[config.mk]
export PLATFORM = sky130hd
export DESIGN_NAME = cfg_credit_sender_flat
export DESIGN_NICKNAME = d
export VERILOG_FILES = /design/src/rtl/cfg_credit_sender_if.sv /design/src/rtl/cfg_credit_sender.sv /design/src/flat_wrapper.sv
export SDC_FILE = /design/constraint.sdc
export NUM_CORES = 1
export LEC_CHECK = 0
export ABC_AREA = 1
export CAP_MARGIN = 25
export CORE_ASPECT_RATIO = 0.7
export CORE_MARGIN = 2
export CORE_UTILIZATION = 46
export DETAILED_ROUTE_END_ITERATION = 16
export GPL_TIMING_DRIVEN = 0
export PLACE_DENSITY = 0.79
export SLEW_MARGIN = 20
export SYNTH_ARGS = -nofsm -noshare
export SYNTH_HDL_FRONTEND = slang
export SYNTH_SLANG_ARGS = --single-unit
[constraint.sdc]
create_clock -name i_clk -period 3.6 [get_ports i_clk]
set_clock_uncertainty 0.2 [all_clocks]
set_input_delay 0.54 -clock i_clk [delete_from_list [all_inputs] [get_ports i_clk]]
set_output_delay 0.54 -clock i_clk [all_outputs]
set_load 0.02 [all_outputs]
[src/rtl/cfg_credit_sender_if.sv]
// Config-message handshake and RDI pl_cfg bus between the sideband RX FIFO,
// the credit sender and the adapter. The slave modport is the sender side.
interface cfg_credit_sender_if #(
  parameter int unsigned NC    = 32,
  parameter int unsigned CNT_W = 6
);
  logic             i_msg_valid;
  logic [63:0]      i_msg_header;
  logic [63:0]      i_msg_data;
  logic             i_msg_has_data;
  logic             o_msg_ready;
  logic             i_lp_cfg_crd;
  logic [NC-1:0]    o_pl_cfg;
  logic             o_pl_cfg_vld;
  logic [CNT_W-1:0] o_credit_count;
  logic             o_crd_overflow;

  modport master (
    output i_msg_valid, i_msg_header, i_msg_data, i_msg_has_data, i_lp_cfg_crd,
    input  o_msg_ready, o_pl_cfg, o_pl_cfg_vld, o_credit_count, o_crd_overflow
  );

  modport slave (
    input  i_msg_valid, i_msg_header, i_msg_data, i_msg_has_data, i_lp_cfg_crd,
    output o_msg_ready, o_pl_cfg, o_pl_cfg_vld, o_credit_count, o_crd_overflow
  );
endinterface

[src/rtl/cfg_credit_sender.sv]
// PHY-side sender of sideband config messages on the RDI pl_cfg bus.
// Serialises a 64-bit header (and optional 64-bit data word) into NC-bit
// beats, LSB beat first, and tracks the credits advertised by the adapter.
module cfg_credit_sender #(
  parameter int unsigned NC          = 32,
  parameter int unsigned MAX_CREDITS = 32,
  parameter int unsigned CNT_W       = 6
) (
  input  logic                i_clk,
  input  logic                i_rst_n,
  cfg_credit_sender_if.slave  bus
);

  localparam int unsigned      BEATS   = 64 / NC;
  localparam int unsigned      BW      = (BEATS > 1) ? $clog2(BEATS) : 1;
  localparam logic [BW-1:0]    LAST    = BW'(BEATS - 1);
  localparam logic [CNT_W-1:0] MAX_CNT = CNT_W'(MAX_CREDITS);

  typedef enum logic [1:0] {
    IDLE,
    SEND_HDR,
    SEND_DATA
  } state_t;

  state_t           state_q, state_d;
  logic [BW-1:0]    beat_q, beat_d;
  logic [63:0]      hdr_q, data_q;
  logic             has_data_q;
  logic [NC-1:0]    cfg_q, cfg_d;
  logic             vld_q, vld_d;
  logic [CNT_W-1:0] cnt_q, cnt_d;
  logic             ovf_q, ovf_d;
  logic             ready;
  logic             accept;

  function automatic logic [NC-1:0] beat_of(input logic [63:0] w, input logic [BW-1:0] idx);
    return w[idx*NC +: NC];
  endfunction

  assign ready  = (state_q == IDLE) && (cnt_q != '0);
  assign accept = bus.i_msg_valid && ready;

  // Next state, beat index and next registered beat. The beat register is
  // loaded from the state being entered, so beat 0 is visible the cycle after
  // acceptance and the beats of one message stay contiguous.
  always_comb begin
    state_d = state_q;
    beat_d  = beat_q;
    vld_d   = 1'b0;
    cfg_d   = '0;
    unique case (state_q)
      IDLE: begin
        if (accept) begin
          state_d = SEND_HDR;
          beat_d  = '0;
          vld_d   = 1'b1;
          cfg_d   = beat_of(bus.i_msg_header, '0);
        end
      end
      SEND_HDR: begin
        if (beat_q == LAST) begin
          beat_d = '0;
          if (has_data_q) begin
            state_d = SEND_DATA;
            vld_d   = 1'b1;
            cfg_d   = beat_of(data_q, '0);
          end else begin
            state_d = IDLE;
          end
        end else begin
          beat_d = beat_q + 1'b1;
          vld_d  = 1'b1;
          cfg_d  = beat_of(hdr_q, beat_q + 1'b1);
        end
      end
      SEND_DATA: begin
        if (beat_q == LAST) begin
          beat_d  = '0;
          state_d = IDLE;
        end else begin
          beat_d = beat_q + 1'b1;
          vld_d  = 1'b1;
          cfg_d  = beat_of(data_q, beat_q + 1'b1);
        end
      end
      default: state_d = IDLE;
    endcase
  end

  // Credit counter: consume on accept, return on crd, saturate at the maximum.
  always_comb begin
    cnt_d = cnt_q;
    ovf_d = ovf_q;
    if (accept && !bus.i_lp_cfg_crd) begin
      cnt_d = cnt_q - 1'b1;
    end else if (!accept && bus.i_lp_cfg_crd) begin
      if (cnt_q == MAX_CNT) ovf_d = 1'b1;
      else                  cnt_d = cnt_q + 1'b1;
    end
  end

  // FSM state, beat counter and registered pl_cfg outputs.
  always_ff @(posedge i_clk) begin
    if (!i_rst_n) begin
      state_q <= IDLE;
      beat_q  <= '0;
      cfg_q   <= '0;
      vld_q   <= 1'b0;
    end else begin
      state_q <= state_d;
      beat_q  <= beat_d;
      cfg_q   <= cfg_d;
      vld_q   <= vld_d;
    end
  end

  // Message latch, loaded when the FIFO entry is popped.
  always_ff @(posedge i_clk) begin
    if (!i_rst_n) begin
      hdr_q      <= '0;
      data_q     <= '0;
      has_data_q <= 1'b0;
    end else if (accept) begin
      hdr_q      <= bus.i_msg_header;
      data_q     <= bus.i_msg_data;
      has_data_q <= bus.i_msg_has_data;
    end
  end

  // Credit count and sticky overflow flag.
  always_ff @(posedge i_clk) begin
    if (!i_rst_n) begin
      cnt_q <= MAX_CNT;
      ovf_q <= 1'b0;
    end else begin
      cnt_q <= cnt_d;
      ovf_q <= ovf_d;
    end
  end

  assign bus.o_msg_ready    = ready;
  assign bus.o_pl_cfg       = cfg_q;
  assign bus.o_pl_cfg_vld   = vld_q;
  assign bus.o_credit_count = cnt_q;
  assign bus.o_crd_overflow = ovf_q;

endmodule

[src/flat_wrapper.sv]
// flat-port wrapper written by rule: the top's interface ports become plain ports
module cfg_credit_sender_flat 
#(
  parameter int unsigned NC          = 32,
  parameter int unsigned MAX_CREDITS = 32,
  parameter int unsigned CNT_W       = 6
)
  (i_clk, i_rst_n, bus_i_msg_valid, bus_i_msg_header, bus_i_msg_data, bus_i_msg_has_data, bus_i_lp_cfg_crd, bus_o_msg_ready, bus_o_pl_cfg, bus_o_pl_cfg_vld, bus_o_credit_count, bus_o_crd_overflow);
  cfg_credit_sender_if #(.NC(NC), .CNT_W(CNT_W)) bus_i ();
  input  logic i_clk;
  input  logic i_rst_n;
  input wire logic [$bits(bus_i.i_msg_valid)-1:0] bus_i_msg_valid;
  input wire logic [$bits(bus_i.i_msg_header)-1:0] bus_i_msg_header;
  input wire logic [$bits(bus_i.i_msg_data)-1:0] bus_i_msg_data;
  input wire logic [$bits(bus_i.i_msg_has_data)-1:0] bus_i_msg_has_data;
  input wire logic [$bits(bus_i.i_lp_cfg_crd)-1:0] bus_i_lp_cfg_crd;
  output wire logic [$bits(bus_i.o_msg_ready)-1:0] bus_o_msg_ready;
  output wire logic [$bits(bus_i.o_pl_cfg)-1:0] bus_o_pl_cfg;
  output wire logic [$bits(bus_i.o_pl_cfg_vld)-1:0] bus_o_pl_cfg_vld;
  output wire logic [$bits(bus_i.o_credit_count)-1:0] bus_o_credit_count;
  output wire logic [$bits(bus_i.o_crd_overflow)-1:0] bus_o_crd_overflow;
  assign bus_i.i_msg_valid = bus_i_msg_valid;
  assign bus_i.i_msg_header = bus_i_msg_header;
  assign bus_i.i_msg_data = bus_i_msg_data;
  assign bus_i.i_msg_has_data = bus_i_msg_has_data;
  assign bus_i.i_lp_cfg_crd = bus_i_lp_cfg_crd;
  assign bus_o_msg_ready = bus_i.o_msg_ready;
  assign bus_o_pl_cfg = bus_i.o_pl_cfg;
  assign bus_o_pl_cfg_vld = bus_i.o_pl_cfg_vld;
  assign bus_o_credit_count = bus_i.o_credit_count;
  assign bus_o_crd_overflow = bus_i.o_crd_overflow;
  cfg_credit_sender #(.NC(NC), .MAX_CREDITS(MAX_CREDITS), .CNT_W(CNT_W)) u_core (.i_clk(i_clk), .i_rst_n(i_rst_n), .bus(bus_i));
endmodule
==> results.ini, run 1 <==
[run_status]
status = finished clean

[cts]
path_clk_slew_ps = 60
htreeDepth = 4
cts_root_buf = clkbuf_16
tritoncts = done
cts_max_path_buffers = 2
hold_buffers = 0
cts_buffers = 17
cts_resized = 0
cts_setup_buffers = 0
clock_latency_ps = 410
cts.sink_count = 140

[final_layout]
diodes = 0
area_growth_pct = 44.92
layout-drive-gt1-share_pct = 6.270
ff_latch_area_um2 = 2803
final_cell_mix = 250 x nand2_1, 173 x clkdlybuf4s50_1, 140 x dfxtp_1
final_common_cell = nand2_1
stdcell_count = 1098
nets = 1069
n_fill_cell = 1016
multiInputGateArea_um2 = 2370

[synthesis]
ys_ff_latch = 140
synth_ff_type = dfxtp_1
synthCells = 736
netlist_area_um2 = 5613
syn_avg_cell_area_um2 = 7.626
synthArstFlopShare_pct = 0
yosys.cell_types.count = 27
yosysSeqAreaShare_pct = 49.93
syn_nets = 877
synth_edf_count = 0
yosys_warnings = 0

[power_and_ir_drop]
cellLeakagePower_uw = 0.003143
p_int_uw = 3835
clkPwrFrac_pct = 29.1
cellPowerDensity_nw_per_um2 = 736.0
swShare_pct = 35.93
p_total_uw = 5986
p_sw_uw = 2151
peakVddDrop_mv = 0.4436
pwr-share-comb_pct = 34.9
seqPwrFrac_pct = 36.0

[timing]
rsz0062_at_grt = no
finalSetupViolations = 0
max_freq_mhz = 339.6
slew_headroom_pct = 49.14
worst_pin_slew_ps = 762.9
period_minus_slack_ps = 2945
setup_tns_ps = 0
hold_violations = 0
final.period_utilization_pct = 81.79
slew_viol_final = 0

[routing]
viasPerCell = 5.242
drtIter0Drc = 461
wl_met3_um = 1805
post-route-drc-count = 0
dr.max_layer_used = met4
dr.pass1.iters = 5
wire_per_inst_um = 16.71
wl_met2_um = 8057
vias = 5756
drt-met1-wl_um = 8320
antenna_left = 0
drt_wl_total_um = 18350

[placed_design]
dp_cells = 1066
hpwlAfterDp_um = 13200
numPortBuffers = 173
place.gp.congestion = 0.8846

[worst_hold_path]
hold_class = register to register
holdPathEnd = u_core.data_q[37]$_SDFFE_PN0N_
worstHoldStart = u_core.data_q[37]$_SDFFE_PN0N_
holdPathStages = 2

[critical_path]
slowest_stage = dfxtp_1
crit_type = register to register
r2r_start = u_core.state_q[0]$_SDFFE_PN0P_
worstPathRequired_ps = 3710
crit_fanout = 11
startpoint_type = register
worst-r2r-setup-slack_ps = 660
r2r_end = u_core.bus.o_credit_count[4]$_SDFFE_PN0P_
worst_path_largest_cell_delay_ps = 350
cp-end-kind = register
worstPathArrival_ps = 3050
path_cells = inv_1, ha_1, nand3_4, inv_2, buf_6, buf_6, ha_1, buf_2, inv_1, nand2_1, nand2_1, inv_1, ha_1, a21o_1, nand3_1, nand3_1, nand2_1, nor2_1, nor2_1
reg2regPathDepth = 19

[run]
cap_violations = 0

[floorplanning]
die_x_um = 136.0
dieArea_um2 = 13120
io_pins = 174
fp-row-count = 33
die_h_um = 96.42
start_util_pct = 47.53
core-area_um2 = 11810

[grt]
grt_max_degree = 17
antenna_found_initial = 0
grt_pass1_vias = 5328
grt_usage_pct = 28.12
grt_pass1_wl_um = 27680
grt-ovfl-total = 0

[worst max-delay path, delay by kind of cell (launching register included)]
| family | cells | cell delay [ps] |
|---|---|---|
| buffers and inverters | 7 | 890 |
| and+or+nand+nor | 8 | 700 |
| AOI/OAI and AO/OA | 1 | 120 |
| DFF | 1 | 350 |
| adders and majority gates | 3 | 570 |
[final cells by class]
cell class	instances	area share (%)
multi-input cells	504	29.13
repair buffers	173	21.29
plain buffers	48	3.384
clock inverters	13	1.723
inverters	44	2.030
flip-flops and latches	140	34.46
well taps	157	2.415
clock buffers	19	5.568
[through the flow]
stage	utilization (%)	cell area (um2)	hold WS [ps]	setup slack, ps
2_1_floorplan	-	5613	229.1	995.0
3_3_place_gp	63.86	7541	240.1	376.9
3_5_place_dp	63.86	7541	243.8	373.2
4_1_cts	68.88	8134	252.6	680.6
5_1_grt	68.88	8134	267.3	378.7
6_report	68.88	8134	253.9	655.4
[synth_stat cells (8+ instances only)]
library cell  number  area (um2)
clkbuf_1          25       93.84
a31oi_1           16       100.1
inv_1             41       153.9
ha_1               8       100.1
dfxtp_1          140        2803
nand2_1          250       938.4
a22oi_1           15       112.6
o21ai_0           24       120.1
nor2_1            26       97.59
buf_6              9       101.4
nand3_1            9       45.04
a21oi_1          132       660.6
[power by group through the flow]
| stage | clock (uW) | combinational (uW) | sequential [uW] |
|---|---|---|---|
| 2_1_floorplan | 0 | 1150 | 2260 |
| 3_3_place_gp | 0 | 2030 | 2160 |
| 3_5_place_dp | 0 | 2060 | 2170 |
| 4_1_cts | 1750 | 2080 | 2140 |
| 5_1_grt | 1830 | 2280 | 2190 |
| 6_report | 1740 | 2090 | 2150 |
[metal layers]
metal	vias up	GRT usage [%]
met5	-	0
met3	20	6.155
li1	2800	-
met2	293	44.05
met1	2643	39.30
met4	0	7.986
[sequential cells by signal, summed over array words and instances, names as in the netlist]
name and count:
u_core.state_q 2, u_core.data_q 64, u_core.bus.o_credit_count 6, u_core.bus.o_pl_cfg_vld 1, u_core.hdr_q 32, u_core.bus.o_crd_overflow 1
u_core.has_data_q 1, u_core.bus.o_pl_cfg 32, u_core.beat_q 1
[worst max path at each step]
stage | start | end | slack [ps] | cells after the start
finish | u_core.state_q[0]$_SDFFE_PN0P_ | u_core.bus.o_credit_count[4]$_SDFFE_PN0P_ | 660 | 19
global placement | bus_i_msg_valid | u_core.bus.o_credit_count[4]$_SDFFE_PN0P_ | 380 | 18
CTS | u_core.state_q[0]$_SDFFE_PN0P_ | u_core.bus.o_credit_count[4]$_SDFFE_PN0P_ | 680 | 19
detailed placement | bus_i_msg_valid | u_core.bus.o_credit_count[5]$_SDFFE_PN1P_ | 370 | 14
global route | u_core.state_q[0]$_SDFFE_PN0P_ | u_core.bus.o_credit_count[4]$_SDFFE_PN0P_ | 380 | 19
floorplan | u_core.bus.o_credit_count[0]$_SDFFE_PN0P_ | u_core.bus.o_credit_count[4]$_SDFFE_PN0P_ | 990 | 17
[logic make-up (layout without fill, tap and decap cells)]
group,count (synthesis),after routing,synth area share (%)
flops,140,140,49.93
simple gates,290,290,20.08
xor+xnor,4,4,0.6243
buf+inv,92,297,7.847
fa+ha+maj,8,8,1.783
compound gates,202,202,19.73
Note: power is estimated with default switching activity, not from simulation.
==> inputs of run 2 (changes only) <==
- CORE_UTILIZATION: 46 -> 42
- PLACE_DENSITY: 0.79 -> 0.76
- clock period: 3.6 -> 2.5 ns (I/O delays scaled with it)
==> run 2 against run 1 <==
- non-clock buffer count increased by 14
- via count rose by 1.3%
- largest power group is now combinational logic
- critical path depth shrank 2
- flip-flop and latch count stayed put
- register-to-register slack got worse by 600 ps
- largest cell class unchanged
- die area rose by 9.2%
- clock-buffer cell count is the same
- routed wire length grew 5.1%
- total power is 54% higher
- global-route usage down 1.2 points
- clock power is 56% higher
==> results.ini, run 2 (synthesis results as in run 1) <==
[critical_path]
cp-end-kind = register
worstPathRequired_ps = 2610  ; -1100 ps
worstPathArrival_ps = 2550  ; -500 ps
startpoint_type = register
crit_type = register to register
critPathCapture = u_core.bus.o_credit_count[4]$_SDFFE_PN0P_
r2r_start = u_core.bus.o_credit_count[1]$_SDFFE_PN0P_
crit_fanout = 10  ; -1
reg2regPathDepth = 17  ; -2
crit_start = u_core.bus.o_credit_count[1]$_SDFFE_PN0P_
worst-r2r-setup-slack_ps = 60  ; -600 ps
r2r_end = u_core.bus.o_credit_count[4]$_SDFFE_PN0P_

[placed_design]
hpwlAfterDp_um = 13470  ; +2.0%
place.gp.congestion = 0.8641  ; -2.3%
dp_cells = 1075  ; +0.84%
numPortBuffers = 173  ; unchanged
dp_slack_ps = -545.4  ; -918.6 ps

[routing]
vias = 5832  ; +1.3%
viasPerCell = 5.202  ; -0.76%
wire_per_inst_um = 17.21  ; +3.0%
drt_wl_total_um = 19290  ; +5.1%
dr.max_layer_used = met4
antenna_left = 0  ; unchanged
wl_met3_um = 1676  ; -7.1%
drt-met1-wl_um = 8839  ; +6.2%
post-route-drc-count = 0  ; unchanged
wl_met2_um = 8436  ; +4.7%
dr.pass1.iters = 5  ; unchanged
drtIter0Drc = 483  ; +4.8%

[floorplanning]
core-area_um2 = 13090  ; +11%
io_pins = 174  ; unchanged
die_x_um = 142.2  ; +4.5%
dieArea_um2 = 14320  ; +9.2%
start_util_pct = 42.87  ; -4.7 points
die_h_um = 100.7  ; +4.5%
fp-row-count = 35  ; +6.1%

[cts]
cts_buffers = 17  ; unchanged
tritoncts = done
htreeDepth = 4  ; unchanged
cts_root_buf = clkbuf_16
cts.sink_count = 140  ; unchanged
clock_latency_ps = 420  ; about the same
hold_buffers = 0  ; unchanged
cts_max_path_buffers = 2  ; unchanged
path_clk_slew_ps = 60  ; about the same

[timing]
holdWs_ps = 254.9  ; +1.013 ps
fin_ws_ps = 56.57  ; -598.8 ps
rsz0062_at_grt = yes
worst_pin_slew_ps = 770.7  ; +7.761 ps
period_minus_slack_ps = 2443  ; -501.2 ps
setup_tns_ps = 0  ; unchanged
final.period_utilization_pct = 97.74  ; +16 points
slew_headroom_pct = 48.62  ; -0.52 points
finalSetupViolations = 0  ; unchanged
max_freq_mhz = 409.3  ; +21%
hold_violations = 0  ; unchanged
slew_viol_final = 0  ; unchanged

[final_layout]
n_fill_cell = 1140  ; +12%
final_common_cell = nand2_1
diodes = 0  ; unchanged
layout-drive-gt1-share_pct = 9.843  ; +3.6 points
nets = 1083  ; +1.3%
stdcell_count = 1121  ; +2.1%
area_growth_pct = 50.31
final_cell_mix = 250 x nand2_1, 173 x clkdlybuf4s50_1, 132 x a21oi_1, 132 x dfxtp_1, 38 x inv_1
largest_register_ffs = 64  ; unchanged
largest-register = u_core.data_q

[grt]
grt_usage_pct = 26.91  ; -1.2 points
grt_max_degree = 21  ; +4
antenna_found_initial = 0  ; unchanged
grt_pass1_vias = 5604  ; +5.2%
grt-ovfl-total = 0  ; unchanged
grt_pass1_wl_um = 29150  ; +5.3%

[power_and_ir_drop]
cellLeakagePower_uw = 0.003259  ; +3.7%
peakVddDrop_mv = 0.5259  ; +19%
cellPowerDensity_nw_per_um2 = 1092  ; +48%

[run_status]
status = finished clean

[run]
cap_violations = 0  ; unchanged

[worst_hold_path]
worstHoldStart = u_core.data_q[57]$_SDFFE_PN0N_
hold_class = register to register

-- run 2: changes by cell type in the layout (fill, tap and decap cells not counted), moves of 3 or more --
cell / previous run / this run
dfxtp_1: 140 / 132
dfxtp_4: 0 / 5
buf_4: 5 / 19
inv_1: 41 / 38
dfxtp_2: 0 / 3
nor2_1: 26 / 20
nor2_4: 0 / 5
-- run 2: how the worst min path moves through the flow --
stage,endpoint,depth (start not counted)
floorplan,u_core.data_q[34]$_SDFFE_PN0N_,2
global placement,u_core.data_q[57]$_SDFFE_PN0N_,2
detailed placement,u_core.data_q[48]$_SDFFE_PN0N_,2
CTS,u_core.data_q[57]$_SDFFE_PN0N_,2
global route,u_core.data_q[52]$_SDFFE_PN0N_,2
finish,u_core.data_q[57]$_SDFFE_PN0N_,2
-- run 2: where the power goes --
part | total [uW] | switching [uW] | internal [uW]
Combinational | 3380 | 1970 | 1410
Sequential | 3110 | 296 | 2820
Clock | 2720 | 994 | 1730
Total | 9210 | 3260 | 5960
-- run 2: repair_timing --
| item | CTS | global route |
|---|---|---|
| buffers inserted | 10 | 4 |
| gates resized for setup | 16 | 14 |
| cloned | 0 | 2 |
| endpoints found under the setup margin | 7 | 6 |
| pin swaps | 6 | 5 |
-- run 2: per-layer routing --
metal | GRT usage [%] | up-vias
li1 | - | 2834
met1 | 37.15 | 2710
met2 | 42.51 | 262
met3 | 5.701 | 26
met4 | 8.385 | 0
met5 | 0 | -
-- run 2: layout make-up --
| cell class | count | area (um2) | share of cell area, % |
|---|---|---|---|
| repair buffers | 189 | 1867 | 22.13 |
| clock inverters | 13 | 187.7 | 2.225 |
| multi-input cells | 504 | 2452 | 29.07 |
| inverters | 44 | 170.2 | 2.017 |
| plain buffers | 46 | 274.0 | 3.248 |
| flip-flops and latches | 140 | 2825 | 33.49 |
| well taps | 166 | 207.7 | 2.462 |
| clock buffers | 19 | 452.9 | 5.369 |
-- run 2: through the flow --
step | total power [uW] | area, um2 | utilization [%]
2_1_floorplan | 4939 | 5632 | -
3_3_place_gp | 6065 | 7571 | 57.82
3_5_place_dp | 6124 | 7571 | 57.82
4_1_cts | 9024 | 8334 | 63.65
5_1_grt | 9682 | 8437 | 64.43
6_report | 9214 | 8437 | 64.43
-- run 2: critical path, stage by stage, from the launching register on --
cell and delay, ps:
dfxtp_4 370, nor2_4 150, nand3_4 90, nand3_4 120, inv_6 50, buf_12 150
ha_4 160, buf_6 120, inv_2 50, nand2_1 40, nand2_1 70, inv_1 50
ha_1 170, a21o_1 190, nand3_2 100, a21oi_1 70, nor2_1 130, nor2_1 50
